===== src/rtl/bsg_mesh_traffic_gen.sv =====
// bsg_mesh_traffic_gen
//
// Packet injector for one router's local (P) input port in the bsg mesh NoC.
// It produces a programmed burst of coordinate-addressed packets. Each
// packet is presented under a valid/yumi handshake.
//
// Packet layout, MSB to LSB: {src_y, src_x, payload, dest_y, dest_x}.
// A node index is {y, x}. The source field lets the receiving checker
// attribute each packet to the node that sent it.
//
// Handshake (valid/yumi):
//   v_o is asserted while a packet is offered, and data_o holds that packet.
//   The router pulses yumi_i in any cycle where it consumes the packet. The
//   packet is taken on that clock edge. v_o never drops, and data_o never
//   changes, until that yumi. yumi_i has no effect while v_o is low.
//
// Ports:
//   clk, reset           clock; synchronous active-high reset
//   my_x_i, my_y_i       this node's coordinate (latched on start)
//   start_i              begin a burst (only looked at in IDLE)
//   num_pkts_i           number of packets in the burst (0 = empty burst)
//   gap_i                idle cycles inserted between packets
//   dest_mode_i          0 = fixed destination, 1 = round-robin over other nodes
//   fixed_x_i, fixed_y_i fixed-mode destination
//   payload_mode_i       0 = sequence number, 1 = LFSR data
//   v_o, data_o, yumi_i  packet handshake toward the router
//   busy_o               burst in progress (SEND or GAP)
//   done_o               one-cycle pulse when a burst finishes
//   sent_count_o         packets accepted in the current/last burst
module bsg_mesh_traffic_gen #(
  parameter int x_cord_width_p = 1,
  parameter int y_cord_width_p = 1,
  parameter int data_width_p   = 4,
  parameter int count_width_p  = 8,
  parameter int gap_width_p    = 4,
  parameter logic [data_width_p-1:0] lfsr_poly_p = 4'b1100,
  parameter logic [data_width_p-1:0] lfsr_seed_p = 4'b0001
) (
  input  logic                                                   clk,
  input  logic                                                   reset,
  input  logic [x_cord_width_p-1:0]                              my_x_i,
  input  logic [y_cord_width_p-1:0]                              my_y_i,
  input  logic                                                   start_i,
  input  logic [count_width_p-1:0]                               num_pkts_i,
  input  logic [gap_width_p-1:0]                                 gap_i,
  input  logic                                                   dest_mode_i,
  input  logic [x_cord_width_p-1:0]                              fixed_x_i,
  input  logic [y_cord_width_p-1:0]                              fixed_y_i,
  input  logic                                                   payload_mode_i,
  output logic                                                   v_o,
  output logic [2*(x_cord_width_p+y_cord_width_p)+data_width_p-1:0] data_o,
  input  logic                                                   yumi_i,
  output logic                                                   busy_o,
  output logic                                                   done_o,
  output logic [count_width_p-1:0]                               sent_count_o
);

  localparam int cord_w = x_cord_width_p + y_cord_width_p;
  localparam int pkt_w  = 2 * cord_w + data_width_p;

  localparam logic [cord_w-1:0]        cord_one  = cord_w'(1);
  localparam logic [count_width_p-1:0] count_one = count_width_p'(1);
  localparam logic [gap_width_p-1:0]   gap_one   = gap_width_p'(1);
  localparam logic [data_width_p-1:0]  data_one  = data_width_p'(1);

  typedef enum logic [1:0] {
    S_IDLE = 2'd0,
    S_SEND = 2'd1,
    S_GAP  = 2'd2,
    S_DONE = 2'd3
  } state_e;

  state_e state_q;

  // Burst configuration captured when a start is accepted
  logic [count_width_p-1:0] num_q;
  logic [gap_width_p-1:0]   gap_q;
  logic                     dmode_q;
  logic                     pmode_q;
  logic [cord_w-1:0]        fixed_q;
  logic [cord_w-1:0]        self_q;

  // Per-packet generators
  logic [data_width_p-1:0]  seq_q;
  logic [data_width_p-1:0]  lfsr_q;
  logic [cord_w-1:0]        rr_q;
  logic [gap_width_p-1:0]   gap_cnt_q;

  // Registered outputs
  logic                     v_q;
  logic [pkt_w-1:0]         data_q;
  logic                     done_q;
  logic [count_width_p-1:0] sent_q;

  function automatic logic [pkt_w-1:0] pack_pkt(
    input logic [cord_w-1:0]       src,
    input logic [data_width_p-1:0] payload,
    input logic [cord_w-1:0]       dest
  );
    return {src, payload, dest};
  endfunction

  // Start-time view of the inputs
  logic [cord_w-1:0]       self_in;
  logic [cord_w-1:0]       fixed_in;
  logic [cord_w-1:0]       rr_first;
  logic [data_width_p-1:0] first_payload;
  logic [cord_w-1:0]       first_dest;

  // Next-packet view, used when the current packet is consumed
  logic [data_width_p-1:0]  lfsr_step;
  logic [cord_w-1:0]        rr_inc;
  logic [cord_w-1:0]        rr_next;
  logic [data_width_p-1:0]  next_payload;
  logic [cord_w-1:0]        next_dest;
  logic [count_width_p-1:0] sent_inc;
  logic                     last_pkt;

  always_comb begin
    self_in       = {my_y_i, my_x_i};
    fixed_in      = {fixed_y_i, fixed_x_i};
    // N >= 4 because both coordinate widths are at least 1.
    // So self+1 never lands back on self.
    rr_first      = self_in + cord_one;
    first_payload = payload_mode_i ? lfsr_q : '0;
    first_dest    = dest_mode_i ? rr_first : fixed_in;

    // Galois step: shift right, and fold in the polynomial when the bit shifted out is 1
    lfsr_step     = (lfsr_q >> 1) ^ (lfsr_q[0] ? lfsr_poly_p : '0);

    // Round-robin advance that never addresses this node
    rr_inc        = rr_q + cord_one;
    rr_next       = (rr_inc == self_q) ? (rr_inc + cord_one) : rr_inc;

    next_payload  = pmode_q ? lfsr_step : (seq_q + data_one);
    next_dest     = dmode_q ? rr_next : fixed_q;

    sent_inc      = sent_q + count_one;
    last_pkt      = (sent_inc == num_q);
  end

  always_ff @(posedge clk) begin
    if (reset) begin
      state_q   <= S_IDLE;
      num_q     <= '0;
      gap_q     <= '0;
      dmode_q   <= 1'b0;
      pmode_q   <= 1'b0;
      fixed_q   <= '0;
      self_q    <= '0;
      seq_q     <= '0;
      lfsr_q    <= lfsr_seed_p;
      rr_q      <= '0;
      gap_cnt_q <= '0;
      v_q       <= 1'b0;
      data_q    <= '0;
      done_q    <= 1'b0;
      sent_q    <= '0;
    end else begin
      case (state_q)
        S_IDLE: begin
          if (start_i) begin
            num_q   <= num_pkts_i;
            gap_q   <= gap_i;
            dmode_q <= dest_mode_i;
            pmode_q <= payload_mode_i;
            fixed_q <= fixed_in;
            self_q  <= self_in;
            sent_q  <= '0;
            seq_q   <= '0;
            rr_q    <= rr_first;
            if (num_pkts_i != '0) begin
              state_q <= S_SEND;
              v_q     <= 1'b1;
              data_q  <= pack_pkt(self_in, first_payload, first_dest);
            end else begin
              state_q <= S_DONE;
              done_q  <= 1'b1;
            end
          end
        end

        S_SEND: begin
          if (yumi_i) begin
            sent_q <= sent_inc;
            seq_q  <= seq_q + data_one;
            rr_q   <= rr_next;
            // Sequence-mode bursts leave the LFSR alone.
            // An LFSR stream therefore continues across bursts.
            if (pmode_q) lfsr_q <= lfsr_step;
            if (last_pkt) begin
              state_q <= S_DONE;
              v_q     <= 1'b0;
              done_q  <= 1'b1;
            end else begin
              data_q <= pack_pkt(self_q, next_payload, next_dest);
              if (gap_q != '0) begin
                state_q   <= S_GAP;
                v_q       <= 1'b0;
                gap_cnt_q <= gap_q;
              end
            end
          end
        end

        S_GAP: begin
          // Leaving when the count reaches 1 gives exactly gap_q idle cycles
          gap_cnt_q <= gap_cnt_q - gap_one;
          if (gap_cnt_q == gap_one) begin
            state_q <= S_SEND;
            v_q     <= 1'b1;
          end
        end

        S_DONE: begin
          done_q  <= 1'b0;
          state_q <= S_IDLE;
        end

        default: begin
          state_q <= S_IDLE;
          v_q     <= 1'b0;
          done_q  <= 1'b0;
        end
      endcase
    end
  end

  assign v_o          = v_q;
  assign data_o       = data_q;
  assign done_o       = done_q;
  assign sent_count_o = sent_q;
  assign busy_o       = (state_q == S_SEND) || (state_q == S_GAP);

endmodule


===== config.mk =====
export PLATFORM = sky130hd
export DESIGN_NAME = bsg_mesh_traffic_gen
export DESIGN_NICKNAME = d
export VERILOG_FILES = /design/src/rtl/bsg_mesh_traffic_gen.sv
export SDC_FILE = /design/constraint.sdc
export NUM_CORES = 1
export LEC_CHECK = 0
export ABC_AREA = 1
export CAP_MARGIN = 25
export CORE_AREA = 2 2 73 75
export DETAILED_ROUTE_END_ITERATION = 8
export DIE_AREA = 0 0 75 77
export GPL_ROUTABILITY_DRIVEN = 1
export PLACE_DENSITY = 0.8
export SLEW_MARGIN = 25
export SYNTH_ARGS = -nofsm -noshare
export SYNTH_HDL_FRONTEND = slang
export SYNTH_SLANG_ARGS = --single-unit

===== constraint.sdc =====
create_clock -name clk -period 5.1 [get_ports clk]
set_input_delay 1.02 -clock clk [delete_from_list [all_inputs] [get_ports clk]]
set_output_delay 1.02 -clock clk [all_outputs]
set_load 0.005 [all_outputs]

### Word-level counts from Yosys, hierarchy flattened

Index checks and enable logic that the tools add are counted.

* $add $sub $neg: 6
* multiplexer cells: 43
* bitwise operators: 1
* reduce and logical (&&, ||, !) cells: 16
* equal/unequal tests: 15

Operator list (number)
* 2-to-1 mux 8 bit: 6
* 2-to-1 mux 4 bit: 8
* one-hot mux 8 bit (2 select lines): 2
* 2-to-1 mux 2 bit: 11
* != test 2 bit, second input constant: 8
* one-hot mux 4 bit (2 select lines): 2
* 2-to-1 mux 1 bit: 10
* AND reduction 5 bit: 2
* adder 8 x 1 -> 8 bit, second input constant: 1
* == test 8 bit: 1
* one-hot mux 2 bit (4 select lines): 1
* AND reduction 4 bit: 2
* nonzero test 8 bit: 1
* adder 2 x 1 -> 2 bit, second input constant: 3
* one-hot mux 1 bit (3 select lines): 2
* AND reduction 3 bit: 2
* AND reduction 6 bit: 1
* nonzero test 3 bit: 2
* adder 4 x 1 -> 4 bit, second input constant: 1
* == test 2 bit, second input constant: 2
* == test 4 x 1 -> 1 bit, second input constant: 1
* one-hot mux 2 bit (2 select lines): 1
* nonzero test 2 bit: 2
* nonzero test 4 bit: 1
* 8 further kinds: 8

* register bits: 52
* word-level logic and storage cells: 96

### Logic depth before layout (Yosys ltp)

* depth after elaboration: 7
* depth in mapped cells: 14
* mapped depth without buffers: 14

### Least setup slack after synthesis

Ideal clock, no wire load.

* path kind: input port to flip-flop
* from: input port start_i
* to: register data_q[2] (netlist: data_o[2])
* path buffers: 0
* setup slack: 2.972 ns
* required time: 4.984 ns
* cell stages on the path: 9
* arrival time: 2.012 ns
* cell sequence: or2_2 > nand2_1 > inv_1 > o21ai_1 > nor2_1 > nand2_4 > inv_4 > nor2_1 > nor2_1

* longest elaborated chain between the ends: 2

RTL lines
* start: declaration: line 43 `input logic start_i,`
* != test 2 bit (no source line)
* AND reduction 5 bit (no source line)
* end signal: assignment: line 175 `data_q <= pack_pkt(self_in, first_payload, first_dest);`
* end signal: assignment: line 196 `data_q <= pack_pkt(self_q, next_payload, next_dest);`
* end: declaration: line 91 `logic [pkt_w-1:0] data_q;`

Every way passes these cells.
A chain may end at the register's enable or synchronous reset.

### Worst setup path after layout

* from: register state_q[1]
* to: register data_q[4] (netlist: data_o[4])

* longest elaborated chain between the ends: 3
* elaborated cells between the ends (all ways): 9

RTL lines
* start: declaration: line 73 `state_e state_q;`
* start signal: assignment: line 144 `state_q <= S_IDLE;`
* start signal: assignment: line 173 `state_q <= S_SEND;`
* start signal: assignment: line 177 `state_q <= S_DONE;`
* == test 2 x 1 -> 1 bit / zero test 2 bit (equally long branches): line 160 `case (state_q)`
* != test 2 bit (no source line) / nonzero test 2 bit (equally long branches)
* AND reduction 5 bit (no source line)

Parallel ways exist; a longest one is shown, timed or not.

==> qor.yml <==
timing:
  finalHoldViolations: 0
  slew_headroom: 0.371
  final.setup.tns_ps: 0
  max_freq_mhz: 327
  fin_skew_ps: 7.39
  period_share: 0.600
  fin_crit_ps: 3060
  tightest_slew_ps: 938
  fin_ws_ps: 2040
  setup_viol: 0
  rsz0062_at_grt: "no"
  report.final.slew_viol_count: 0
clock_tree:
  cts_tree: "built"
  clock_sinks: 52
  cts_made_buffers: 5
  cts_hold_buf: 0
  cts_resized: 0
  clk_pin_slew_ps: 100
  cts-root-buf: "clkbuf_8"
  htreeDepth: 2
  post-cts-setup-buffers: 0
  ctsLongestPathBuffers: 2
  clkLatencyLatePin_ps: 310
flow_run:
  drv_cap: 0
floorplanning:
  fp.dieW_um: 75
  rows: 26
  dieArea_sq_um: 5780
  core_sq_um: 4980
  start_util: 0.557
  fp.dieH_um: 77
  ios: 41
power:
  sequentialPowerShare: 0.385
  leakagePower_nw: 1.35
  combPwrFrac: 0.424
  internal-power_mw: 0.916
  p_clk_frac: 0.192
  peakVddDrop_v: 0.000309
  power_density_nw_per_um2: 452
  swShare: 0.392
  p_switching_mw: 0.590
worst_hold_path:
  hold_path.startpoint: "v_o"
  hp-class: "reg2reg"
drt:
  drt_iter0_markers: 76
  drc: 0
  drt-total-wl_mm: 6.26
  avgViaCountPerCell: 5.21
  postRouteAntennaNets: 0
  drt_pre_antenna_iters: 4
  avgRoutedWirePerCell_um: 12.2
  route.vias.total: 2669
global_routing:
  grtUsageTotal: 0.239
  antenna_found_initial: 0
  grt_first_pass_wirelength_mm: 10.9
  grt_overflow: 0
  grt_max_degree: 35
  first_global_vias: 2525
cells_and_area:
  fill_cells: 463
  n_antenna_cell: 0
  design_area_sq_um: 3330
  fin_nets: 473
  syn2layout_area_growth_pct: 20.2
  drive_gt1_frac: 0.0588
setup_path:
  ff2ff_path_depth: 13
  crit_start: "state_q[1]"
  r2r_start: "state_q[1]"
  end_kind: "register"
  critPathRequiredTime_ps: 5310
  worstReg2RegEnd: "data_o[4]"
  timing_worst_setup_path_type: "reg2reg"
  critPathMaxFanout: 15
  cp-endpoint: "data_o[4]"
  r2r_setup_slack_ps: 2040
  crit_arrival_ps: 3270
  critical_path.startpoint_type: "register"
synth:
  synth_compound_area_frac: 0.180
  synth-simple-area-share: 0.293
  synthXorXnorAreaFrac: 0.0284
  ys_top_cells_by_count: "nand2_1, nor2_1, dfxtp_1, o21ai_0, inv_1"
  synth_cells: 404
  synth.area.mux_share: 0.00361
  synth_nets: 436
  syn_area_sq_um: 2770
  synth_ff_type: "dfxtp_1"
  ys_seq_elements: 52
  synth.distinct_cells: 37
  yosysTopAreaCell: "dfxtp_1"
  postSynthAreaPerCell_sq_um: 6.87
  synth_top_area_share: 0.375
  async_reset_ff_frac: 0
  yosysWarnings: 0
  synth_top_family_by_area: "simple AND/OR/NAND/NOR gates"
  synth_edf_count: 0
  synth.most_common_cell: "nand2_1"
  yosys-top-cells-area: "dfxtp_1, nand2_1, o21ai_0"
  synth_fa_ha_area_frac: 0.0451
  seq_area_frac_synth: 0.375
placement:
  place_congestion: 0.868
  placed_cell_area_sq_um: 3220
  hpwlAfterDp_mm: 4.59
  port_buffers: 40
  place_ws_ps: 1970
run_status:
  status: "finished, final reports clean"
## critical path: stages (launching register included)
cell and delay, ps:
dfxtp_1 370, inv_1 160, ha_1 560, inv_1 350, nor2_1 210, inv_1 60, nand2_1 100, inv_1 60
o21ai_1 490, nor2_1 180, nand2_4 180, inv_4 70, nor2_1 110, nor2_1 60
## cell type report
class                      instances  area [sq um]  share of cell area
inverter                          44           168              0.0503
timing repair buffer              40           400               0.120
sequential                        52          1040               0.312
clock buffer                       6          72.6              0.0218
multi-input combinational        298          1530               0.458
clock inverter                     2          38.8              0.0116
tap                               70          87.6              0.0263
## layout by cell type (no fill, tap or decap), types with 3 or more instances in the layout
cell type,n
o21ai_1,4
nand3_1,27
inv_1,39
dfxtp_1,52
clkbuf_8,5
nand2_1,86
o21ai_0,42
nand2_2,3
clkinv_1,3
a21oi_1,32
nor4_1,3
xnor2_1,3
or2_2,4
nor2_1,53
ha_1,10
xor2_1,6
o211ai_1,5
clkdlybuf4s50_1,40
## cells by family (layout without fill, tap and decap cells)
logic type,count (synthesis),in the layout
xor gates and xnor gates,9,9
buffers and inverters,54,92
AOI/OAI and AO/OA,91,91
muxes,1,1
adders and majority gates,10,10
and+or+nand+nor,187,187
DFF,52,52
## how the worst min path moves through the flow
| stage | endpoint | depth (start not counted) | slack, ps |
|---|---|---|---|
| after floorplan | num_q[2] | 2 | 440 |
| after global placement | v_o | 2 | 450 |
| after detailed placement | v_o | 2 | 460 |
| after CTS | v_o | 2 | 480 |
| after global routing | num_q[4] | 2 | 500 |
| final | v_o | 2 | 470 |
## metal layers
metal	vias to the layer above	global-route usage	part of all wire
met5	-	0	0
met4	0	0.0982	0.016
met3	8	0.0434	0.039
met2	53	0.396	0.49
met1	1211	0.297	0.45
li1	1397	-	-
## power groups by stage
| stage | clock network (mW) | logic (mW) | registers (mW) |
|---|---|---|---|
| detailed placement | 0 | 0.635 | 0.587 |
| floorplan | 0 | 0.454 | 0.572 |
| CTS | 0.297 | 0.641 | 0.579 |
| global placement | 0 | 0.623 | 0.585 |
| finish | 0.289 | 0.638 | 0.579 |
| global route | 0.309 | 0.737 | 0.592 |
## flip-flops by register name, summed over array words and instances, names as in the netlist
signal	count
rr_q	2
dmode_q	1
seq_q	4
gap_cnt_q	4
fixed_q	2
data_o	8
done_o	1
sent_count_o	8
state_q	2
gap_q	4
v_o	1
self_q	2
pmode_q	1
lfsr_q	4
num_q	8
## through the flow
step / total power, mW / utilization / hold slack, ps / std cells
after floorplan: 1.03 / - / 445 / 404
after global placement: 1.21 / 0.647 / 452 / 504
after detailed placement: 1.22 / 0.647 / 457 / 504
after CTS: 1.52 / 0.670 / 475 / 512
after global routing: 1.64 / 0.670 / 501 / 512
final: 1.51 / 0.670 / 470 / 512
(Power assumes the default switching activity.)
==> variant, RTL diff (same flow settings) <==
Add an input register stage for `payload_mode_i`, without a reset; this delays it by one clock. The other inputs are not delayed to match.
--- a/src/rtl/bsg_mesh_traffic_gen.sv
+++ b/src/rtl/bsg_mesh_traffic_gen.sv
@@ -72,2 +72,8 @@
 
+  logic payload_mode_q;
+
+  always_ff @(posedge clk) begin
+    payload_mode_q <= payload_mode_i;
+  end
+
   state_e state_q;
@@ -124,3 +130,3 @@
     rr_first      = self_in + cord_one;
-    first_payload = payload_mode_i ? lfsr_q : '0;
+    first_payload = payload_mode_q ? lfsr_q : '0;
     first_dest    = dest_mode_i ? rr_first : fixed_in;
@@ -165,3 +171,3 @@
             dmode_q <= dest_mode_i;
-            pmode_q <= payload_mode_i;
+            pmode_q <= payload_mode_q;
             fixed_q <= fixed_in;
Behaviour: not the same (a bounded check fails within 4 cycles, from zero or initial values and one cycle with reset high).
==> variant against the unedited design <==
Worst setup slack worse by 0.021 ns. Wire length is 5.3% higher. Synthesized area up 0.72%. Fmax is 0.69% lower. Cell count is 0.20% higher. Critical path depth stayed put. Design area up 0.30%. Non-clock buffer count unchanged. Sequential cell count grew 1. Sequential power rose by 2%. Power fell by 0.80%. Largest cell class unchanged. Largest power group unchanged.
==> variant: results (changes against the unedited design) <==
[synth]
synthTopCellsByCount=nand2_1 (86), dfxtp_1 (53), nor2_1 (53), o21ai_0 (42), inv_1 (39)
synth_fp_nets=437  ; +0.23%
yosysSeqAreaShare_pct=38.0  ; +0.45 points
async_flop_share_pct=0  ; unchanged
synth_area_leaders=dfxtp_1 (38%), nand2_1 (12%), o21ai_0 (7.5%)

[power]
cellLeakagePower_nw=1.35  ; +0.51%
switching_share_pct=39.9  ; +0.69 points
peakVddDrop_uv=310  ; +0.42%

[sta]
maxSlewHeadroom_pct=32.1  ; -5.0 points
skew_ns=0.00529  ; -0.00210 ns
hold_ws_ns=0.465  ; -0.00515 ns
max_freq_mhz=324  ; -0.69%

[placed_design]
gp_congestion=0.895  ; +3.1%
dp_hpwl_um=4790  ; +4.5%
post-place-ws_ns=1.89  ; -0.0843 ns
port_buffers=40  ; unchanged

[worst_hold_path]
worstHoldStart=done_o$_SDFFE_PP0P_

[route]
wl_per_cell_um=12.8  ; +5.1%
via_per_inst=5.26  ; +0.93%
drtIter0Drc=126  ; +66%

[global_routing]
grt_pass1_vias=2531  ; +0.24%
grt_usage_pct=24.3  ; +0.40 points
grt_pass1_wl_um=11100  ; +1.7%

[final_layout]
fin_nets=474  ; +0.21%
drive_gt1_share_pct=6.09  ; +0.21 points

[critical_path]
critPathMaxStageDelay_ns=0.54  ; -0.02 ns
rrSetupSlack_ns=2.02  ; -0.02 ns

[outcome]
status=completed

[variant: routing by layer]
layer | global-route usage [%] | up-vias | wire length, um
li1 | - | 1397 | -
met1 | 31.7 | 1210 | 2950
met2 | 39.1 | 78 | 3090
met3 | 4.60 | 14 | 418
met4 | 8.93 | 0 | 131
met5 | 0 | - | 0
[variant: logic make-up after synthesis]
kind of cell,share of synthesized area [%]
AO/OA/AOI/OAI,17.8
flip-flops,38.0
multiplexers,0.358
buffers and inverters,7.43
adder cells (fa/ha/maj),4.48
XOR/XNOR,2.82
AND/OR/NAND/NOR,29.1
[variant: worst reg2reg max path, delay by kind of cell, from the launching register on]
| kind | cells | cell delay, ns |
|---|---|---|
| compound gates | 1 | 0.53 |
| flops | 1 | 0.37 |
| buf+inv | 5 | 0.69 |
| simple gates | 6 | 0.85 |
| fa+ha+maj | 1 | 0.54 |
[variant: power groups by stage]
stage / clock, mW / sequential, mW / combinational [mW]
after floorplan: 0 / 0.581 / 0.454
after global placement: 0 / 0.591 / 0.626
after detailed placement: 0 / 0.597 / 0.643
after CTS: 0.258 / 0.588 / 0.647
after global routing: 0.273 / 0.603 / 0.742
final: 0.255 / 0.589 / 0.650
[variant: path summary, 6_finish.rpt]
| path | endpoint |
|---|---|
| worst max register to register | data_o[4]$_SDFFE_PP0P_ |
| worst min-delay path | done_o$_SDFFE_PP0P_ |
| worst max-delay path | data_o[4]$_SDFFE_PP0P_ |
| worst min register to register | done_o$_SDFFE_PP0P_ |
[variant: through the flow]
step / std cells / instance area [um2] / total power [mW]
after floorplan: 405 / 2790 / 1.03
after global placement: 505 / 3240 / 1.22
after detailed placement: 505 / 3240 / 1.24
after CTS: 513 / 3340 / 1.49
after global routing: 513 / 3340 / 1.62
final: 513 / 3340 / 1.49
[variant: final cells by class]
class                   instances  area (um2)
clock buffers                   7        96.3
clock inverters                 1        5.00
fillers                       443        1630
inverters                      44         168
multi-input cells             298        1530
flip-flops and latches         53        1060
well taps                      70        87.6
repair buffers                 40         400
